[config.mk]
export PLATFORM = sky130hd
export DESIGN_NAME = cpu_control
export DESIGN_NICKNAME = d
export VERILOG_FILES = /design/src/rtl/cpu_pkg.sv /design/src/rtl/cpu_control_instr_dec.sv /design/src/rtl/cpu_control.sv
export SDC_FILE = /design/constraint.sdc
export NUM_CORES = 1
export LEC_CHECK = 0
export ABC_AREA = 1
export BUFFER_PORTS_ARGS = -buffer_cell sky130_fd_sc_hd__buf_2
export CORE_MARGIN = 2
export CORE_UTILIZATION = 49
export DETAILED_ROUTE_END_ITERATION = 8
export PLACE_DENSITY = 0.81
export SLEW_MARGIN = 10
export SYNTH_ARGS = -nofsm -noshare
export SYNTH_HDL_FRONTEND = slang
export SYNTH_SLANG_ARGS = --single-unit
[constraint.sdc]
create_clock -name clk -period 3.2 [get_ports clk]
set_clock_uncertainty 0.05 [all_clocks]
set_input_delay 0.16 -clock clk [delete_from_list [all_inputs] [get_ports clk]]
set_output_delay 0.16 -clock clk [all_outputs]
set_load 0.03 [all_outputs]
[src/rtl/cpu_pkg.sv]
// Shared constants and types for the Simple RISC Machine control unit.
// Opcode/op encodings, FSM states, memory command and write-back select codes.
package cpu_pkg;

    localparam logic [2:0] OPC_B   = 3'b001;
    localparam logic [2:0] OPC_LDR = 3'b011;
    localparam logic [2:0] OPC_STR = 3'b100;
    localparam logic [2:0] OPC_ALU = 3'b101;
    localparam logic [2:0] OPC_MOV = 3'b110;

    localparam logic [1:0] OP_MOV_IMM = 2'b10;
    localparam logic [1:0] OP_MOV_REG = 2'b00;
    localparam logic [1:0] OP_CMP     = 2'b01;
    localparam logic [1:0] OP_MEM     = 2'b00;
    localparam logic [1:0] OP_BR      = 2'b00;
    localparam logic [1:0] ALU_ADD    = 2'b00;

    localparam logic [1:0] MEM_NONE  = 2'b00;
    localparam logic [1:0] MEM_READ  = 2'b01;
    localparam logic [1:0] MEM_WRITE = 2'b10;

    localparam logic [3:0] VSEL_C     = 4'b0001;
    localparam logic [3:0] VSEL_IMM   = 4'b0100;
    localparam logic [3:0] VSEL_MDATA = 4'b1000;

    typedef enum logic [4:0] {
        S_RESET,
        S_IF1,
        S_IF2,
        S_UPDATE_PC,
        S_DECODE,
        S_WRITE_IMM,
        S_GET_A,
        S_GET_B,
        S_ALU,
        S_WRITE_C,
        S_ADDR,
        S_LOAD_ADDR,
        S_MEM_RD1,
        S_MEM_RD2,
        S_GET_BD,
        S_PASS_B,
        S_MEM_WR,
        S_BRANCH,
        S_HALT
    } state_t;

    // flags: [0]=Z, [1]=N, [2]=V
    function automatic logic branch_taken(
        input logic [2:0] cond,
        input logic [2:0] flags
    );
        logic z;
        logic lt;
        logic res;
        z   = flags[0];
        lt  = flags[1] ^ flags[2];
        res = 1'b0;
        case (cond)
            3'b000:  res = 1'b1;
            3'b001:  res = z;
            3'b010:  res = ~z;
            3'b011:  res = lt;
            3'b100:  res = z | lt;
            default: res = 1'b0;
        endcase
        return res;
    endfunction

endpackage

[src/rtl/cpu_control_instr_dec.sv]
// Instruction field extraction for the control unit.
// Purely combinational: IR in, register selects and immediates out.
module instr_dec
    import cpu_pkg::*;
(
    input  logic [15:0] ir,
    output logic [2:0]  opcode,
    output logic [1:0]  op,
    output logic [2:0]  rn,
    output logic [2:0]  rd,
    output logic [2:0]  rm,
    output logic [1:0]  shift,
    output logic [15:0] sximm5,
    output logic [15:0] sximm8
);

    assign opcode = ir[15:13];
    assign op     = ir[12:11];
    assign rn     = ir[10:8];
    assign rd     = ir[7:5];
    assign shift  = ir[4:3];
    assign rm     = ir[2:0];
    assign sximm5 = {{11{ir[4]}}, ir[4:0]};
    assign sximm8 = {{8{ir[7]}}, ir[7:0]};

endmodule

[src/rtl/cpu_control.sv]
// Fetch/decode/sequence unit: Moore FSM driving the datapath controls,
// plus the instruction register, program counter and data-address register.
module cpu_control
    import cpu_pkg::*;
(
    input  logic        clk,
    input  logic        reset_n,
    input  logic [15:0] read_data,
    input  logic [15:0] datapath_out,
    input  logic [2:0]  flags,
    output logic [1:0]  mem_cmd,
    output logic [8:0]  mem_addr,
    output logic [8:0]  pc,
    output logic [2:0]  readnum,
    output logic [2:0]  writenum,
    output logic        write,
    output logic [3:0]  vsel,
    output logic        loada,
    output logic        loadb,
    output logic        loadc,
    output logic        loads,
    output logic        asel,
    output logic        bsel,
    output logic [1:0]  shift,
    output logic [1:0]  ALUop,
    output logic [15:0] sximm5,
    output logic [15:0] sximm8,
    output logic        halted
);

    state_t      state;
    state_t      next_state;
    logic [15:0] ir;
    logic [8:0]  addr_reg;
    logic [2:0]  opcode;
    logic [1:0]  op;
    logic [2:0]  rn;
    logic [2:0]  rd;
    logic [2:0]  rm;
    logic [1:0]  ir_shift;
    logic        taken;
    logic        is_mov_imm;
    logic        is_mov_reg;
    logic        is_alu;
    logic        is_ldr;
    logic        is_str;
    logic        is_b;
    logic        unused_dp;

    instr_dec u_dec (
        .ir     (ir),
        .opcode (opcode),
        .op     (op),
        .rn     (rn),
        .rd     (rd),
        .rm     (rm),
        .shift  (ir_shift),
        .sximm5 (sximm5),
        .sximm8 (sximm8)
    );

    // Only the low 9 bits of C form a memory address.
    assign unused_dp = ^datapath_out[15:9];

    assign is_mov_imm = (opcode == OPC_MOV) && (op == OP_MOV_IMM);
    assign is_mov_reg = (opcode == OPC_MOV) && (op == OP_MOV_REG);
    assign is_alu     = (opcode == OPC_ALU);
    assign is_ldr     = (opcode == OPC_LDR) && (op == OP_MEM);
    assign is_str     = (opcode == OPC_STR) && (op == OP_MEM);
    assign is_b       = (opcode == OPC_B) && (op == OP_BR);
    assign taken      = branch_taken(rn, flags);

    always_ff @(posedge clk or negedge reset_n) begin
        if (!reset_n) begin
            state <= S_RESET;
        end else begin
            state <= next_state;
        end
    end

    always_ff @(posedge clk or negedge reset_n) begin
        if (!reset_n) begin
            pc       <= '0;
            ir       <= '0;
            addr_reg <= '0;
        end else begin
            unique case (state)
                S_RESET:     pc <= '0;
                S_IF2:       ir <= read_data;
                S_UPDATE_PC: pc <= pc + 9'd1;
                S_LOAD_ADDR: addr_reg <= datapath_out[8:0];
                S_BRANCH: begin
                    if (taken) begin
                        pc <= pc + sximm8[8:0];
                    end
                end
                default: ;
            endcase
        end
    end

    always_comb begin
        next_state = state;
        unique case (state)
            S_RESET:     next_state = S_IF1;
            S_IF1:       next_state = S_IF2;
            S_IF2:       next_state = S_UPDATE_PC;
            S_UPDATE_PC: next_state = S_DECODE;
            S_DECODE: begin
                unique case (1'b1)
                    is_mov_imm: next_state = S_WRITE_IMM;
                    is_mov_reg: next_state = S_GET_B;
                    is_alu, is_ldr, is_str: next_state = S_GET_A;
                    is_b:       next_state = S_BRANCH;
                    default:    next_state = S_HALT;
                endcase
            end
            S_WRITE_IMM: next_state = S_IF1;
            S_GET_A:     next_state = is_alu ? S_GET_B : S_ADDR;
            S_GET_B:     next_state = S_ALU;
            S_ALU: begin
                next_state = (is_alu && op == OP_CMP) ? S_IF1 : S_WRITE_C;
            end
            S_WRITE_C:   next_state = S_IF1;
            S_ADDR:      next_state = S_LOAD_ADDR;
            S_LOAD_ADDR: next_state = is_ldr ? S_MEM_RD1 : S_GET_BD;
            S_MEM_RD1:   next_state = S_MEM_RD2;
            S_MEM_RD2:   next_state = S_IF1;
            S_GET_BD:    next_state = S_PASS_B;
            S_PASS_B:    next_state = S_MEM_WR;
            S_MEM_WR:    next_state = S_IF1;
            S_BRANCH:    next_state = S_IF1;
            S_HALT:      next_state = S_HALT;
            default:     next_state = S_RESET;
        endcase
    end

    always_comb begin
        mem_cmd  = MEM_NONE;
        mem_addr = '0;
        readnum  = '0;
        writenum = '0;
        write    = 1'b0;
        vsel     = '0;
        loada    = 1'b0;
        loadb    = 1'b0;
        loadc    = 1'b0;
        loads    = 1'b0;
        asel     = 1'b0;
        bsel     = 1'b0;
        shift    = '0;
        ALUop    = '0;
        halted   = 1'b0;
        unique case (state)
            S_IF1, S_IF2: begin
                mem_cmd  = MEM_READ;
                mem_addr = pc;
            end
            S_WRITE_IMM: begin
                writenum = rn;
                vsel     = VSEL_IMM;
                write    = 1'b1;
            end
            S_GET_A: begin
                readnum = rn;
                loada   = 1'b1;
            end
            S_GET_B: begin
                readnum = rm;
                loadb   = 1'b1;
                shift   = ir_shift;
            end
            S_ALU: begin
                shift = ir_shift;
                loadc = 1'b1;
                if (is_alu) begin
                    ALUop = op;
                    loads = (op == OP_CMP);
                end else begin
                    asel  = 1'b1;
                    ALUop = ALU_ADD;
                end
            end
            S_WRITE_C: begin
                writenum = rd;
                vsel     = VSEL_C;
                write    = 1'b1;
            end
            S_ADDR: begin
                bsel  = 1'b1;
                ALUop = ALU_ADD;
                loadc = 1'b1;
            end
            S_MEM_RD1: begin
                mem_cmd  = MEM_READ;
                mem_addr = addr_reg;
            end
            S_MEM_RD2: begin
                mem_cmd  = MEM_READ;
                mem_addr = addr_reg;
                writenum = rd;
                vsel     = VSEL_MDATA;
                write    = 1'b1;
            end
            S_GET_BD: begin
                readnum = rd;
                loadb   = 1'b1;
            end
            S_PASS_B: begin
                asel  = 1'b1;
                ALUop = ALU_ADD;
                loadc = 1'b1;
            end
            S_MEM_WR: begin
                mem_cmd  = MEM_WRITE;
                mem_addr = addr_reg;
            end
            S_HALT:  halted = 1'b1;
            default: ;
        endcase
    end

endmodule

==> impl_metrics.csv <==
group,metric,value,unit
sta,fin_tns_setup,0,ns
sta,max_freq,414,MHz
worst_setup_path,crit_chain,"nor2_4 > nand2_2 > nor2_4 > nand2_1 > ha_1 > fa_1 > nand3_1 > nand2_1 > or2_2 > nand3_1 > o21ai_2",
worst_setup_path,cp_num_buf_inv,0,
worst_setup_path,slowest_delay,0.44,ns
clocking,htree_num_levels,2,
global_routing,grt_pass1_vias,2444,
worst_setup_path,reg2reg_depth,11,
detailed_routing,dr.pass1.iters,4,
floorplan,rows,27,
worst_setup_path,cp.arrival,2.54,ns
floorplan,die_w,79.3,um
pwr,p_per_area,957,mW/mm^2
hold_path,hold_class,"in -> reg",
layout,layout.cells.non_filler,520,
logic_synthesis,synth-edff-count,0,
floorplan,core,0.00551,sq mm
logic_synthesis,ys_warn_count,0,
sta,setup_viol,0,
layout,largest_register_ffs,16,
logic_synthesis,yosysTopAreaCell,"dfrtp_1",
worst_setup_path,cp.depth,11,
logic_synthesis,ys_ff_latch,39,
worst_setup_path,critPathKind,"reg -> reg",
clocking,tritoncts,"done",
logic_synthesis,yosysTopAreaCellShare,35.1,%
layout,area_delta_synth_final,16.1,%
clocking,path_clk_slew,0.08,ns
hold_path,hp-start,"read_data[12]",
logic_synthesis,ys_seq_area_share,35.1,%
clocking,clockRootBuffer,"clkbuf_8",
clocking,clock_latency,0.29,ns
detailed_routing,post_drt_via_cell_ratio,5.13,
floorplan,die-area,0.00629,sq mm
pwr,peakVddDrop,490,uV
worst_setup_path,end_kind,"register",
logic_synthesis,synthesis.nets,420,
floorplan,start_util,50.5,%
worst_setup_path,worst_setup_path_start_kind,"register",
sta,tightest_slew,0.872,ns
layout,finish.net_count,493,
logic_synthesis,synth_ff_type,"dfrtp_1",
clocking,cts_sinks,39,
placement,dp_hpwl,5410,um
worst_setup_path,path_max_fanout,7,
detailed_routing,wirelength,6920,um
placement,portBuffers,102,
sta,layout_min_cycle_time,2.41,ns
global_routing,grt_max_degree,40,
logic_synthesis,yosysMostFrequentCell,"nand2_1",
sta,slew_headroom,41.9,%
hold_path,hold_path_end,"ir[12]$_DFFE_PN0P_",
global_routing,antenna_found_initial,0,
layout,drive_above_1_share,31.0,%
layout,final_util,58.6,%
clocking,cts_setup_buffers,0,
global_routing,grt_pass1_wl,11300,um
logic_synthesis,syn_area_per_cell,7.43,sq um
worst_setup_path,cpMaxStageDelayCell,"dfrtp_1",
placement,gp_congestion,0.884,
logic_synthesis,synth_top_cells_by_area,"dfrtp_1, nand2_1, buf_4",
detailed_routing,first_iter_violations,172,
outcome,status,"complete, no violations",
worst_setup_path,r2r-start,"state[3]$_DFF_PN0_",
sta,min_period_over_period,75.4,%
logic_synthesis,synthArstFlopShare,100,%
job,maxCapViolCount,0,
detailed_routing,vias,2670,
floorplan,ios,111,
sta,rsz0062_at_grt,"no",
detailed_routing,ant_nets,0,
layout,diodes,0,
hold_path,min_path_cells,2,
logic_synthesis,synth_cells,374,
clocking,numCtsBuffers,5,
detailed_routing,wire_per_inst,13.3,um
global_routing,gr-total-overflow,0,
worst_setup_path,timing.rr.end,"pc[4]$_DFFE_PN0P_",
logic_synthesis,synth.distinct_cells,34,
global_routing,grt_util_all_layers,22.8,%
worst_setup_path,worstPathRequired,3.32,ns
worst_setup_path,cpLargestDelayFamily,"simple AND/OR/NAND/NOR gates",
sta,timing.final.hold_violations,0,
floorplan,die-height,79.3,um
logic_synthesis,synthTopCellsByCount,"nand2_1, inv_1, dfrtp_1",
clocking,clk_path_buf_depth,2,
sta,slew_violations,0,
pwr,p_leak,1.84,nW
worst_setup_path,r2r_slack,0.79,ns
detailed_routing,drc,0,
logic_synthesis,netlist_area,0.00278,sq mm
placement,dp.cells,511,
==> worst register-to-register path: stages, from the launching register on <==
cell and delay [ns]:
dfrtp_1 0.44, nor2_4 0.23, nand2_2 0.11, nor2_4 0.15, nand2_1 0.07, ha_1 0.21
fa_1 0.40, nand3_1 0.08, nand2_1 0.11, or2_2 0.29, nand3_1 0.09, o21ai_2 0.06
==> layout make-up <==
| type | instances | area [sq um] |
|---|---|---|
| Tap cell | 72 | 90.1 |
| Clock buffer | 6 | 82.6 |
| Sequential cell | 39 | 976 |
| Fill cell | 508 | 2280 |
| Clock inverter | 2 | 35.0 |
| Timing Repair Buffer | 104 | 528 |
| Multi-Input combinational cell | 249 | 1340 |
| Inverter | 48 | 180 |
==> layout by cell type, fill, tap and decap left out, types with 2 or more instances in the layout <==
cell and count:
nor3_1 2, nand3_1 20, nor2_2 4, nand3b_1 3, o21ai_2 3, and3_1 2
o221ai_1 3, or2_2 2, o22ai_1 3, a21oi_1 28, dfrtp_1 39, nand2_2 4
nand4_1 5, nor2_1 34, clkbuf_8 6, inv_1 47, nand2_1 78, buf_2 102
ha_1 8, o21ai_1 4, nor2_4 2, o21ai_0 24, mux2_2 11
==> metrics by stage <==
stage / instance area [sq um] / setup WS [ns] / total power [mW] / hold WS [ns]
5_1_grt: 3230 / 0.608 / 3.31 / 0.0480
4_1_cts: 3230 / 0.811 / 3.09 / 0.0440
6_report: 3230 / 0.786 / 3.09 / 0.0459
2_1_floorplan: 2780 / 1.01 / 2.47 / -0.186
3_5_place_dp: 3100 / 0.819 / 2.66 / 0.276
3_3_place_gp: 3100 / 0.867 / 2.62 / 0.275
==> cell families after synthesis <==
family | share of synthesized area (%)
simple gates | 25.3
buf+inv | 16.8
compound gates | 13.2
flops | 35.1
mux | 4.46
fa+ha+maj | 4.32
xor+xnor | 0.630
other cells | 0.135
==> what timing repair did <==
item                      4_1_cts  5_1_grt
hold buffers                    1        0
hold endpoints to repair       39        0
resized for setup               0        0
==> layer usage <==
metal	track usage (%)	vias to the layer above	share of wire (%)
met5	0	-	0
met4	6.55	0	1.7
met3	3.07	13	6.3
met2	37.2	112	47
met1	31.8	1216	45
li1	-	1329	-
==> power breakdown <==
group / internal [mW] / switching (mW)
logic: 0.499 / 1.28
clock network: 0.252 / 0.178
registers: 0.694 / 0.185
==> worst max path at each step <==
stage                       start                end  slack [ns]
5_1_grt        state[3]$_DFF_PN0_  pc[4]$_DFFE_PN0P_        0.61
6_report       state[3]$_DFF_PN0_  pc[4]$_DFFE_PN0P_        0.79
2_1_floorplan  state[3]$_DFF_PN0_  pc[4]$_DFFE_PN0P_        1.01
3_3_place_gp   state[3]$_DFF_PN0_  pc[4]$_DFFE_PN0P_        0.87
4_1_cts        state[3]$_DFF_PN0_  pc[4]$_DFFE_PN0P_        0.81
3_5_place_dp   state[3]$_DFF_PN0_  pc[4]$_DFFE_PN0P_        0.82
Power figures use the tool's default switching activity.
